$ cat src/rtl/spi_burst_arbiter.sv
// Two-requester burst arbiter/sequencer for the shared spi_master byte engine.
// Optional mid-burst stall timeout is enabled by defining BURST_TIMEOUT_EN.
module spi_burst_arbiter #(
  parameter int DATA_W         = 8,
  parameter int TIMEOUT_CYCLES = 255
) (
  input  logic              clk,
  input  logic              rst_n,
  input  logic              r0_valid,
  input  logic [DATA_W-1:0] r0_data,
  input  logic              r0_last,
  output logic              r0_ready,
  input  logic              r1_valid,
  input  logic [DATA_W-1:0] r1_data,
  input  logic              r1_last,
  output logic              r1_ready,
  output logic [1:0]        gnt,
  output logic              busy,
  output logic [DATA_W-1:0] spi_tx_byte,
  output logic              spi_tx_start,
  input  logic              spi_tx_done,
  output logic [1:0]        burst_abort
);

  typedef enum logic [1:0] {
    IDLE = 2'd0,
    LOAD = 2'd1,
    WAIT = 2'd2,
    HOLD = 2'd3
  } state_t;

  state_t            state_q;
  logic [1:0]        gnt_q;
  logic              last_cur_q;
  logic              rr_last_q;
  logic [DATA_W-1:0] byte_q;
  logic              start_q;

  logic              sel1;
  logic              acc0;
  logic              acc1;
  logic              acc;
  logic [DATA_W-1:0] acc_data;
  logic              acc_last;

  // In IDLE a tie goes to whoever did not own the previous burst.
  always_comb begin
    sel1 = r1_valid;
    if (r0_valid && r1_valid) sel1 = ~rr_last_q;
    acc0 = 1'b0;
    acc1 = 1'b0;
    case (state_q)
      IDLE: begin
        acc0 = r0_valid && !sel1;
        acc1 = r1_valid && sel1;
      end
      HOLD: begin
        acc0 = gnt_q[0] && r0_valid;
        acc1 = gnt_q[1] && r1_valid;
      end
      default: begin
        acc0 = 1'b0;
        acc1 = 1'b0;
      end
    endcase
  end

  assign acc      = acc0 | acc1;
  assign acc_data = acc1 ? r1_data : r0_data;
  assign acc_last = acc1 ? r1_last : r0_last;

`ifdef BURST_TIMEOUT_EN
  localparam int CNT_W = (TIMEOUT_CYCLES > 255) ? $clog2(TIMEOUT_CYCLES + 1) : 8;
  logic [CNT_W-1:0] stall_q;
  logic [1:0]       abort_q;
`endif

  always_ff @(posedge clk or negedge rst_n) begin
    if (!rst_n) begin
      state_q    <= IDLE;
      gnt_q      <= 2'b00;
      last_cur_q <= 1'b0;
      rr_last_q  <= 1'b1;
      byte_q     <= '0;
      start_q    <= 1'b0;
`ifdef BURST_TIMEOUT_EN
      stall_q    <= '0;
      abort_q    <= 2'b00;
`endif
    end else begin
      start_q <= 1'b0;
`ifdef BURST_TIMEOUT_EN
      abort_q <= 2'b00;
`endif
      // Accepts only occur in IDLE or HOLD, so they share one path.
      if (acc) begin
        byte_q     <= acc_data;
        last_cur_q <= acc_last;
        gnt_q      <= {acc1, acc0};
        start_q    <= 1'b1;
        state_q    <= LOAD;
      end else begin
        case (state_q)
          IDLE: state_q <= IDLE;
          LOAD: state_q <= WAIT;
          WAIT: begin
            if (spi_tx_done) begin
              if (last_cur_q) begin
                rr_last_q <= gnt_q[1];
                gnt_q     <= 2'b00;
                state_q   <= IDLE;
              end else begin
                state_q   <= HOLD;
`ifdef BURST_TIMEOUT_EN
                stall_q   <= '0;
`endif
              end
            end
          end
          HOLD: begin
`ifdef BURST_TIMEOUT_EN
            if (stall_q == CNT_W'(TIMEOUT_CYCLES - 1)) begin
              abort_q   <= gnt_q;
              rr_last_q <= gnt_q[1];
              gnt_q     <= 2'b00;
              state_q   <= IDLE;
            end else begin
              stall_q   <= stall_q + 1'b1;
            end
`else
            state_q <= HOLD;
`endif
          end
          default: begin
            gnt_q   <= 2'b00;
            state_q <= IDLE;
          end
        endcase
      end
    end
  end

  assign r0_ready     = acc0;
  assign r1_ready     = acc1;
  assign gnt          = gnt_q;
  assign busy         = (state_q != IDLE);
  assign spi_tx_byte  = byte_q;
  assign spi_tx_start = start_q;

`ifdef BURST_TIMEOUT_EN
  assign burst_abort = abort_q;
`else
  // Timeout parameter has no effect without the stall counter.
  logic unused_timeout;
  assign unused_timeout = |TIMEOUT_CYCLES;
  assign burst_abort    = 2'b00;
`endif

endmodule

$ cat config.mk
export PLATFORM = sky130hd
export DESIGN_NAME = spi_burst_arbiter
export DESIGN_NICKNAME = d
export VERILOG_FILES = /design/src/rtl/spi_burst_arbiter.sv
export SDC_FILE = /design/constraint.sdc
export NUM_CORES = 1
export LEC_CHECK = 0
export ABC_AREA = 1
export BUFFER_PORTS_ARGS = -buffer_cell sky130_fd_sc_hd__buf_4
export CORE_ASPECT_RATIO = 1.2
export CORE_MARGIN = 4
export CORE_UTILIZATION = 46
export DETAILED_ROUTE_END_ITERATION = 10
export HOLD_SLACK_MARGIN = 0.08
export PLACE_DENSITY = 0.88
export RECOVER_POWER = 50
export SETUP_SLACK_MARGIN = 0.1
export SLEW_MARGIN = 15
export SYNTH_ARGS = -nofsm -noshare
export SYNTH_HDL_FRONTEND = slang
export SYNTH_SLANG_ARGS = --single-unit
$ cat constraint.sdc
create_clock -name clk -period 1.8 [get_ports clk]
set_input_delay 0.18 -clock clk [delete_from_list [all_inputs] [get_ports clk]]
set_output_delay 0.18 -clock clk [all_outputs]
set_load 0.005 [all_outputs]
==> implementation parameters, run 1 <==
Parameter                              Value

Hold path
  Worst Hold Path Cells ... 3
  Class of the most critical hold timing path ... in -> reg

Power
  Worst IR drop on VDD ... 1000 uV
  Power density relative to cell area ... 1560 nW/um2
  Static power due to leakage ... 0.705 nW

Clocking
  Clock root buffer ... sky130_fd_sc_hd__clkbuf_4
  Number of clock buffers inserted by TritonCTS ... 3
  Clock transition at the registers of the reported paths ... 0.09 ns
  Total number of clock tree sinks ... 15
  CTS HTree Levels ... 1
  Largest buffer count on any clock path ... 2
  CTS tree ... built
  Insertion delay to the later sink of the worst-skew pair ... 0.28 ns

Routing
  First-pass iteration count of the detailed router ... 4
  Vias post-DR ... 939
  1st-iter DRT viols ... 19
  Number of antenna-violating nets in the routed design ... 0
  Vias per cell ... 5.25
  Final wirelength ... 2.38 mm
  Average routed wire per standard cell ... 13.3 um
  Post-route DRC ... 0

Synthesis
  Summed instance area of the synthesized netlist ... 901 um2
  Avg Cell Area, Syn ... 7.77 um2
  Mapped Cells ... 116
  Post-synthesis sequential element count ... 15
  Warnings, synthesis ... 0
  Number of different library cells in the post-synthesis netlist ... 19
  Fraction of the yosys area taken by sequential cells ... 0.418

Worst setup path
  Largest fanout on the critical path ... 10
  Reg2Reg Setup Slack ... 0.16 ns
  Critical R2R Launch ... state_q[1]$_DFFE_PN0P_
  Standard cell with the maximum stage delay on the critical path ... sky130_fd_sc_hd__dfrtp_2
  Start point of the critical path ... state_q[1]$_DFFE_PN0P_
  Arrival @ worst endpoint ... 1.47 ns
  Crit path buffers/inverters ... 3
  Capture instance of the worst register-to-register path ... state_q[1]$_DFFE_PN0P_
  Stages on the worst setup path ... 6
  Sort of element at the start of the critical path ... flop
  Worst Setup EP ... r1_ready
  Required time of the critical path ... 1.62 ns
  CP delay by family, top ... flip-flops
  Critical Path, Cell by Cell ... inv_1 -> ha_4 -> nor2_2 -> nand2_4 -> inv_8 -> buf_4
  Worst setup EP type ... primary output
  CP peak stage delay ... 0.46 ns
  Reg2reg path depth ... 8
  Category of the most critical setup path ... reg -> out

Floorplan
  Width of the die ... 48.4 um
  Core footprint ... 1850 um2
  Height of the die ... 56.5 um
  I/O Pins ... 39
  Starting density of the core ... 0.487
  DIE AREA ... 2730 um2
  Number of rows created at floorplan ... 17

Place
  Standard cell area after detailed placement ... 1160 um2
  Estimated wirelength of the detail-placed design ... 1.76 mm
  Gpl congestion ... 0.864
  Count of port buffers added during placement ... 36
  Setup slack at placement ... 0.158 ns
  Instance count after placement with tap cells included ... 169

GRT
  Number of global-route vias before repair ... 970
  Largest net degree at the start of global routing ... 16
  GR Util All Layers ... 0.177
  Antenna violations before repair ... 0
  Global-route wire length before repair ... 3.92 mm
  Overflow left after global routing ... 0

STA
  Worst hold slack ... 0.109 ns
  Final min period ... 1.65 ns
  Worst clock skew ... 0.00197 ns
  RSZ-0062 raised after global routing ... yes
  Worst-Margin Slew ... 0.840 ns
  Fin. max-slew vios ... 0
  Max Freq ... 607 MHz
  Sum Neg Setup Slack ... 0 ns
  Worst relative slew slack ... 0.440
  Final worst setup slack ... 0.151 ns
  Number of endpoints failing setup at the final stage ... 0
  Part of the cycle the worst path needs ... 0.916
  Final-report hold violation count ... 0

Job
  # Max-Cap Violations ... 0

Cells and area
  Final std cells w/o fill ... 179
  Final net count ... 187
  Highest-count cells in the layout ignoring fill and taps ... sky130_fd_sc_hd__buf_4, sky130_fd_sc_hd__nand3_1, sky130_fd_sc_hd__nand2_1
  Post-route cell area ... 1280 um2
  Diode insertion count for antenna repair ... 0
  Most common cell after layout, fill and taps aside ... sky130_fd_sc_hd__buf_4
  Synthesis-to-finish area growth ... 42.1%
  Share of post-route cells with drive strength above 1 ... 0.381

Status
  Outcome ... finished clean
==> Yosys cell counts <==
| cell type | count | area share |
|---|---|---|
| sky130_fd_sc_hd__buf_4 | 2 | 0.017 |
| sky130_fd_sc_hd__ha_1 | 3 | 0.042 |
| sky130_fd_sc_hd__buf_6 | 3 | 0.037 |
| sky130_fd_sc_hd__nand3_4 | 1 | 0.019 |
| sky130_fd_sc_hd__nand3_1 | 29 | 0.16 |
| sky130_fd_sc_hd__dfstp_2 | 1 | 0.029 |
| sky130_fd_sc_hd__a21oi_1 | 2 | 0.011 |
| sky130_fd_sc_hd__nand2_2 | 1 | 0.0069 |
| sky130_fd_sc_hd__nor2_2 | 2 | 0.014 |
| sky130_fd_sc_hd__o21ai_0 | 2 | 0.011 |
| sky130_fd_sc_hd__o211ai_1 | 1 | 0.0083 |
| sky130_fd_sc_hd__nand2_1 | 27 | 0.11 |
| sky130_fd_sc_hd__nand4_1 | 3 | 0.021 |
| sky130_fd_sc_hd__inv_2 | 2 | 0.0083 |
| sky130_fd_sc_hd__inv_1 | 16 | 0.067 |
| sky130_fd_sc_hd__nor2_1 | 4 | 0.017 |
| sky130_fd_sc_hd__dfrtp_1 | 14 | 0.39 |
| sky130_fd_sc_hd__conb_1 | 1 | 0.0042 |
| sky130_fd_sc_hd__nand2_4 | 2 | 0.025 |
==> what timing repair did <==
| item | 4_1_cts | 5_1_grt |
|---|---|---|
| buffers inserted | 3 | 2 |
| resized for setup | 6 | 7 |
| hold buffers | 1 | 0 |
| pin swaps | 2 | 4 |
| endpoints found under the hold margin | 15 | 0 |
| setup endpoints to repair | 2 | 10 |
==> how the worst min path moves through the flow <==
stage / startpoint / to / slack, ns
after floorplan: rst_n / gnt[0]$_DFFE_PN0P_ / -0.12
after global placement: rst_n / state_q[0]$_DFFE_PN0P_ / 0.04
after detailed placement: rst_n / state_q[0]$_DFFE_PN0P_ / 0.05
after CTS: r1_data[7] / spi_tx_byte[7]$_DFFE_PN0P_ / 0.1
after global routing: r1_data[4] / spi_tx_byte[4]$_DFFE_PN0P_ / 0.10
final: r1_data[7] / spi_tx_byte[7]$_DFFE_PN0P_ / 0.11
==> sequential cells by signal (all words and copies together) (netlist names) <==
register      count
rr_last_q         1
last_cur_q        1
gnt               2
state_q           2
spi_tx_byte       8
spi_tx_start      1
==> worst min-delay path, cell delays in order <==
cell and delay (ns):
sky130_fd_sc_hd__buf_4 0.08, sky130_fd_sc_hd__nand2_1 0.04, sky130_fd_sc_hd__nand3_1 0.06
==> power breakdown <==
part	switching [W]	internal [W]	total, W
combinational	0.000603	0.000554	0.00116
sequential	0.000133	0.000515	0.000648
clock	0.000109	0.0000825	0.000192
total	0.000846	0.00115	0.00200
==> metrics by stage <==
step,util,power [W]
after floorplan,-,0.00126
after global placement,0.629,0.00160
after detailed placement,0.629,0.00166
after CTS,0.674,0.00195
after global routing,0.692,0.00220
final,0.692,0.00200
==> layer usage <==
metal	track usage	part of all wire	vias up
li1	-	-	463
met1	0.183	0.37	431
met2	0.326	0.54	41
met3	0.0451	0.068	4
met4	0.0751	0.014	0
met5	0	0	-
==> final cells by class <==
cell class | instances | area, um2
clock buffer | 3 | 22.5
clock inverter | 1 | 5.00
fill | 149 | 571
inverter | 18 | 77.6
multi-input combinational | 79 | 447
sequential | 15 | 379
tap | 19 | 23.8
timing repair buffer | 44 | 325
==> logic make-up (layout without fill, tap and decap cells) <==
| logic type | after synthesis | after routing | synth area share |
|---|---|---|---|
| fa+ha+maj | 3 | 3 | 0.0417 |
| flops | 15 | 15 | 0.418 |
| compound gates | 5 | 5 | 0.0306 |
| other cells | 1 | 2 | 0.00416 |
| buf+inv | 23 | 66 | 0.129 |
| simple gates | 69 | 69 | 0.376 |
Note: power is estimated with default switching activity, not from simulation.
==> run 2, diff against run 1 <==
PLACE_DENSITY = 0.8   (was 0.88)
==> run 2 against run 1 <==
  * Power increased by 1.1%
  * Largest cell class unchanged
  * Sequential share of layout area decreased by 0.32 points
  * Wire length decreased by 3.6%
  * Critical endpoint is now r0_ready
  * Design area increased by 1.1%
  * Maximum frequency increased by 0.83%
  * Clock power about the same
  * Worst setup slack improved by 0.013 ns
  * First-iteration DRC count decreased by 21%
  * Global-route usage about the same
  * Via count decreased by 0.96%
==> implementation parameters, run 2 (synthesis gave the netlist of run 1 again) <==
Parameter                              Value

Routing
  1st-iter DRT viols ... 15
  Number of antenna-violating nets in the routed design ... 0
  First-pass iteration count of the detailed router ... 4
  Vias per cell ... 5.20
  Post-route DRC ... 0
  Average routed wire per standard cell ... 12.8 um
  Final wirelength ... 2.29 mm
  Vias post-DR ... 930

STA
  Worst-Margin Slew ... 0.820 ns
  Fin. max-slew vios ... 0
  Final min period ... 1.64 ns
  Final-report hold violation count ... 0
  Sum Neg Setup Slack ... 0 ns
  Number of endpoints failing setup at the final stage ... 0
  Worst clock skew ... 0.00360 ns
  RSZ-0062 raised after global routing ... no
  Worst relative slew slack ... 0.454
  Max Freq ... 612 MHz
  Part of the cycle the worst path needs ... 0.908

Job
  # Max-Cap Violations ... 0

Worst setup path
  Worst setup EP type ... primary output
  Sort of element at the start of the critical path ... flop
  Reg2reg path depth ... 9
  Arrival @ worst endpoint ... 1.46 ns
  Critical R2R Launch ... state_q[0]$_DFFE_PN0P_
  Category of the most critical setup path ... reg -> out
  Standard cell with the maximum stage delay on the critical path ... sky130_fd_sc_hd__dfrtp_2
  Critical Path, Cell by Cell ... ha_4 -> inv_4 -> nand2_1 -> nor2_1 -> nor2_4 -> buf_6
  Largest fanout on the critical path ... 4
  Required time of the critical path ... 1.62 ns
  Reg2Reg Setup Slack ... 0.21 ns
  Capture instance of the worst register-to-register path ... spi_tx_byte[5]$_DFFE_PN0P_
  CP peak stage delay ... 0.46 ns

Cells and area
  Synthesis-to-finish area growth ... 43.6%
  Post-layout util ... 0.699
  Diode insertion count for antenna repair ... 0
  Highest-count cells in the layout ignoring fill and taps ... sky130_fd_sc_hd__buf_4, sky130_fd_sc_hd__nand3_1, sky130_fd_sc_hd__nand2_1
  Final net count ... 187
  Most common cell after layout, fill and taps aside ... sky130_fd_sc_hd__buf_4
  Share of post-route cells with drive strength above 1 ... 0.394
  Largest register FFs ... 8

Floorplan
  Core footprint ... 1850 um2
  DIE AREA ... 2730 um2
  Width of the die ... 48.4 um
  Number of rows created at floorplan ... 17
  Height of the die ... 56.5 um
  I/O Pins ... 39
  Starting density of the core ... 0.487

Clocking
  Clock transition at the registers of the reported paths ... 0.09 ns
  Largest buffer count on any clock path ... 2
  Insertion delay to the later sink of the worst-skew pair ... 0.29 ns
  Number of clock buffers inserted by TritonCTS ... 3
  Clock root buffer ... sky130_fd_sc_hd__clkbuf_4
  Total number of clock tree sinks ... 15
  CTS tree ... built
  CTS HTree Levels ... 1

Power
  Fraction of power consumed by the clock network ... 0.096
  Sw power ... 0.000855 W
  Total Power ... 0.00202 W
  Sequential fraction of design power ... 0.321
  Static power due to leakage ... 0.706 nW
  Cell Int Power ... 0.00116 W
  Power density relative to cell area ... 1560 nW/um2
  Proportion of total power due to net switching ... 0.423
  Worst IR drop on VDD ... 768 uV
  Combinational cell fraction of total power ... 0.583

GRT
  Antenna violations before repair ... 0
  Number of global-route vias before repair ... 908
  Largest net degree at the start of global routing ... 16
  Global-route wire length before repair ... 3.85 mm
  Overflow left after global routing ... 0
  GR Util All Layers ... 0.177

Hold path
  Hold EP ... spi_tx_byte[7]$_DFFE_PN0P_
  Class of the most critical hold timing path ... in -> reg
  Worst Hold Path Cells ... 3
  Hold Path Origin ... r1_data[7]

Place
  Count of port buffers added during placement ... 36
  Estimated wirelength of the detail-placed design ... 1.64 mm
  Gpl congestion ... 0.777

Status
  Outcome ... finished clean
[run 2: cell counts in the layout (fill, tap and decap cells not counted)]
No cell type changed its count.
[run 2: per-stage QoR]
stage	instances	instance area, um2	worst slack, ns	hold slack, ns
floorplan	117	905	0.327	-0.116
global placement	168	1160	0.202	0.0440
detailed placement	168	1160	0.187	0.0450
CTS	178	1270	0.117	0.104
global route	179	1290	0.105	0.103
finish	179	1290	0.165	0.105
[run 2: how the worst max path moves through the flow]
stage                            from                    endpoint  slack (ns)
2_1_floorplan  state_q[1]$_DFFE_PN0P_  spi_tx_byte[0]$_DFFE_PN0P_        0.33
3_3_place_gp   state_q[0]$_DFFE_PN0P_                    r0_ready        0.20
3_5_place_dp   state_q[0]$_DFFE_PN0P_                    r0_ready        0.19
4_1_cts        state_q[0]$_DFFE_PN0P_                    r0_ready        0.12
5_1_grt        state_q[0]$_DFFE_PN0P_      last_cur_q$_DFFE_PN0P_        0.10
6_report       state_q[0]$_DFFE_PN0P_                    r0_ready        0.16
[run 2: power by group through the flow]
| stage | clock (W) | combinational, W | sequential, W |
|---|---|---|---|
| finish | 0.000194 | 0.00118 | 0.000647 |
| global route | 0.000216 | 0.00131 | 0.000672 |
| CTS | 0.000198 | 0.00112 | 0.000644 |
| detailed placement | 0 | 0.000988 | 0.000640 |
| global placement | 0 | 0.000961 | 0.000632 |
| floorplan | 0 | 0.000639 | 0.000622 |
[run 2: layout make-up]
cell class	count	area (um2)
clock buffers	3	22.5
flip-flops and latches	15	379
repair buffers	44	329
fillers	161	557
inverters	18	75.1
multi-input cells	79	459
clock inverters	1	5.00
well taps	19	23.8
[run 2: worst max-delay path: cells and delay by family, from the launching register on]
family / cells / cell delay, ns
AND/OR/NAND/NOR: 3 / 0.32
flip-flops: 1 / 0.46
buffers and inverters: 2 / 0.20
adder cells (fa/ha/maj): 1 / 0.20
[run 2: timing repair]
action	4_1_cts	5_1_grt
setup endpoints to repair	2	3
resized for setup	10	7
hold buffers	1	0
hold endpoints to repair	15	0
setup buffers	5	1
pin swaps	3	6
[run 2: routing by layer]
layer,vias up,global-route usage,part of all wire
li1,458,-,-
met1,436,0.182,0.39
met2,31,0.310,0.53
met3,5,0.0477,0.063
met4,0,0.107,0.017
met5,-,0,0
==> run 3, diff against run 2 <==
RECOVER_POWER = 25   (was 50)
==> run 3 against run 2 <==
  * Clock power is essentially flat
  * Critical path depth is the same
  * Clock-buffer cell count is the same
  * Wire length grew 0.79%
  * Critical endpoint unchanged
  * Largest cell class unchanged
  * Largest power group unchanged
  * Highest routed layer unchanged
==> implementation parameters, run 3 (synthesis gave the netlist of run 1 again) <==
Parameter                              Value

Routing
  1st-iter DRT viols ... 15
  Number of antenna-violating nets in the routed design ... 0
  First-pass iteration count of the detailed router ... 4
  Post-route DRC ... 0
  Vias per cell ... 5.19
  Final wirelength ... 2.31 mm
  Average routed wire per standard cell ... 12.9 um
  Vias post-DR ... 929

Power
  Combinational cell fraction of total power ... 0.586
  Fraction of power consumed by the clock network ... 0.095
  Proportion of total power due to net switching ... 0.422
  Static power due to leakage ... 0.711 nW
  Worst IR drop on VDD ... 780 uV
  Cell Int Power ... 0.00118 W
  Sequential fraction of design power ... 0.319
  Sw power ... 0.000860 W
  Power density relative to cell area ... 1570 nW/um2

Hold path
  Class of the most critical hold timing path ... in -> reg

Cells and area
  Final net count ... 187
  Final std cells w/o fill ... 179
  Share of post-route cells with drive strength above 1 ... 0.400
  Synthesis-to-finish area growth ... 44.0%
  Fillcell total ... 159
  Most common cell after layout, fill and taps aside ... sky130_fd_sc_hd__buf_4
  Diode insertion count for antenna repair ... 0
  Highest-count cells in the layout ignoring fill and taps ... sky130_fd_sc_hd__buf_4, sky130_fd_sc_hd__nand3_1, sky130_fd_sc_hd__nand2_1
  Post-layout util ... 0.701
  Largest register FFs ... 8

GRT
  Met3 Resource Use GR ... 0.0477
  Antenna violations before repair ... 0
  Largest net degree at the start of global routing ... 16
  Met2 usage in global routing ... 0.310
  Met1 demand-to-capacity share in global routing ... 0.182
  Overflow left after global routing ... 0
  Global-route wire length before repair ... 3.85 mm
  Layer with the highest usage ... met2
  GR Util All Layers ... 0.177
  Number of global-route vias before repair ... 908

Job
  # Max-Cap Violations ... 0

Floorplan
  Core footprint ... 1850 um2
  DIE AREA ... 2730 um2
  Height of the die ... 56.5 um
  Starting density of the core ... 0.487
  Width of the die ... 48.4 um
  Number of rows created at floorplan ... 17
  I/O Pins ... 39

STA
  Worst hold slack ... 0.105 ns
  Final min period ... 1.64 ns
  Number of endpoints failing setup at the final stage ... 0
  Fin. max-slew vios ... 0
  RSZ-0062 raised after global routing ... no
  Sum Neg Setup Slack ... 0 ns
  Worst relative slew slack ... 0.459
  Worst-Margin Slew ... 0.811 ns
  Max Freq ... 610 MHz
  Part of the cycle the worst path needs ... 0.911
  Worst clock skew ... 0.00388 ns
  Final-report hold violation count ... 0

Worst setup path
  Category of the most critical setup path ... reg -> out
  CP peak stage delay ... 0.46 ns
  CP delay by family, top ... flip-flops
  Required time of the critical path ... 1.62 ns
  Worst setup EP type ... primary output
  Standard cell with the maximum stage delay on the critical path ... sky130_fd_sc_hd__dfrtp_2
  Arrival @ worst endpoint ... 1.46 ns
  Critical Path, Cell by Cell ... ha_4 -> inv_4 -> nand2_1 -> nor2_1 -> nor2_4 -> buf_6
  Crit path buffers/inverters ... 2
  Sort of element at the start of the critical path ... flop
  Largest fanout on the critical path ... 4

Clocking
  Insertion delay to the later sink of the worst-skew pair ... 0.29 ns
  Largest buffer count on any clock path ... 2
  Clock transition at the registers of the reported paths ... 0.09 ns
  CTS HTree Levels ... 1
  CTS tree ... built
  Total number of clock tree sinks ... 15
  Number of clock buffers inserted by TritonCTS ... 3
  Clock root buffer ... sky130_fd_sc_hd__clkbuf_4

Status
  Outcome ... finished clean

Place
  Estimated wirelength of the detail-placed design ... 1.64 mm
  Count of port buffers added during placement ... 36
  Instance count after placement with tap cells included ... 168
  Gpl congestion ... 0.777
run 3: cell types whose count changed in the layout (fill, tap and decap cells not counted), sizes merged:
cell    change
clkbuf      -7
buf         +7
run 3: power by group through the flow:
stage          clock network (W)  registers [W]  logic [W]
6_report                0.000194       0.000650    0.00120
5_1_grt                 0.000216       0.000674    0.00132
4_1_cts                 0.000198       0.000644    0.00112
3_5_place_dp                   0       0.000640   0.000988
3_3_place_gp                   0       0.000632   0.000961
2_1_floorplan                  0       0.000622   0.000639
run 3: cell type report:
| type | instances | area, um2 | area share |
|---|---|---|---|
| Clock buffer | 3 | 22.5 | 0.0174 |
| Clock inverter | 1 | 5.00 | 0.00386 |
| Inverter | 18 | 75.1 | 0.0579 |
| Multi-Input combinational cell | 79 | 459 | 0.354 |
| Sequential cell | 15 | 379 | 0.292 |
| Tap cell | 19 | 23.8 | 0.0183 |
| Timing Repair Buffer | 44 | 333 | 0.257 |
run 3: through the flow:
stage | setup slack, ns | power, W | cell area (um2)
finish | 0.160 | 0.00204 | 1300
global placement | 0.202 | 0.00159 | 1160
detailed placement | 0.187 | 0.00163 | 1160
floorplan | 0.327 | 0.00126 | 905
global route | 0.105 | 0.00221 | 1300
CTS | 0.117 | 0.00197 | 1270
run 3: worst register-to-register path: stages (launching register included):
cell                      delay, ns
sky130_fd_sc_hd__dfrtp_2       0.46
sky130_fd_sc_hd__ha_4          0.20
sky130_fd_sc_hd__inv_4         0.08
sky130_fd_sc_hd__nand3_4       0.11
sky130_fd_sc_hd__nand2_4       0.09
sky130_fd_sc_hd__nand2_4       0.08
sky130_fd_sc_hd__buf_4         0.16
sky130_fd_sc_hd__buf_4         0.16
sky130_fd_sc_hd__nand3_1       0.08
sky130_fd_sc_hd__nand3_1       0.07
run 3: repair_timing:
item                                    CTS  global route
hold buffers                              1             0
endpoints found under the hold margin    15             0
endpoints found under the setup margin    2             3
pin swaps                                 3             6
resized for setup                        10             7
setup buffers                             5             1
run 3: worst paths after layout:
check | from | endpoint | slack [ns] | cells after the start
worst min-delay path | r1_data[7] | spi_tx_byte[7]$_DFFE_PN0P_ | 0.11 | 3
min in group asynchronous | rst_n | gnt[0]$_DFFE_PN0P_ | 0.49 | 2
worst max register to register | state_q[0]$_DFFE_PN0P_ | spi_tx_byte[5]$_DFFE_PN0P_ | 0.21 | 9
max in group asynchronous | rst_n | state_q[1]$_DFFE_PN0P_ | 0.76 | 2
worst max-delay path | state_q[0]$_DFFE_PN0P_ | r0_ready | 0.16 | 6
worst min register to register | rr_last_q$_DFFE_PN1P_ | rr_last_q$_DFFE_PN1P_ | 0.49 | 2
run 3: routing by layer:
| metal | wire length [um] | vias up | share of wire |
|---|---|---|---|
| met1 | 894 | 440 | 0.39 |
| li1 | - | 457 | - |
| met4 | 40 | 0 | 0.017 |
| met3 | 141 | 5 | 0.061 |
| met5 | 0 | - | 0 |
| met2 | 1230 | 27 | 0.53 |
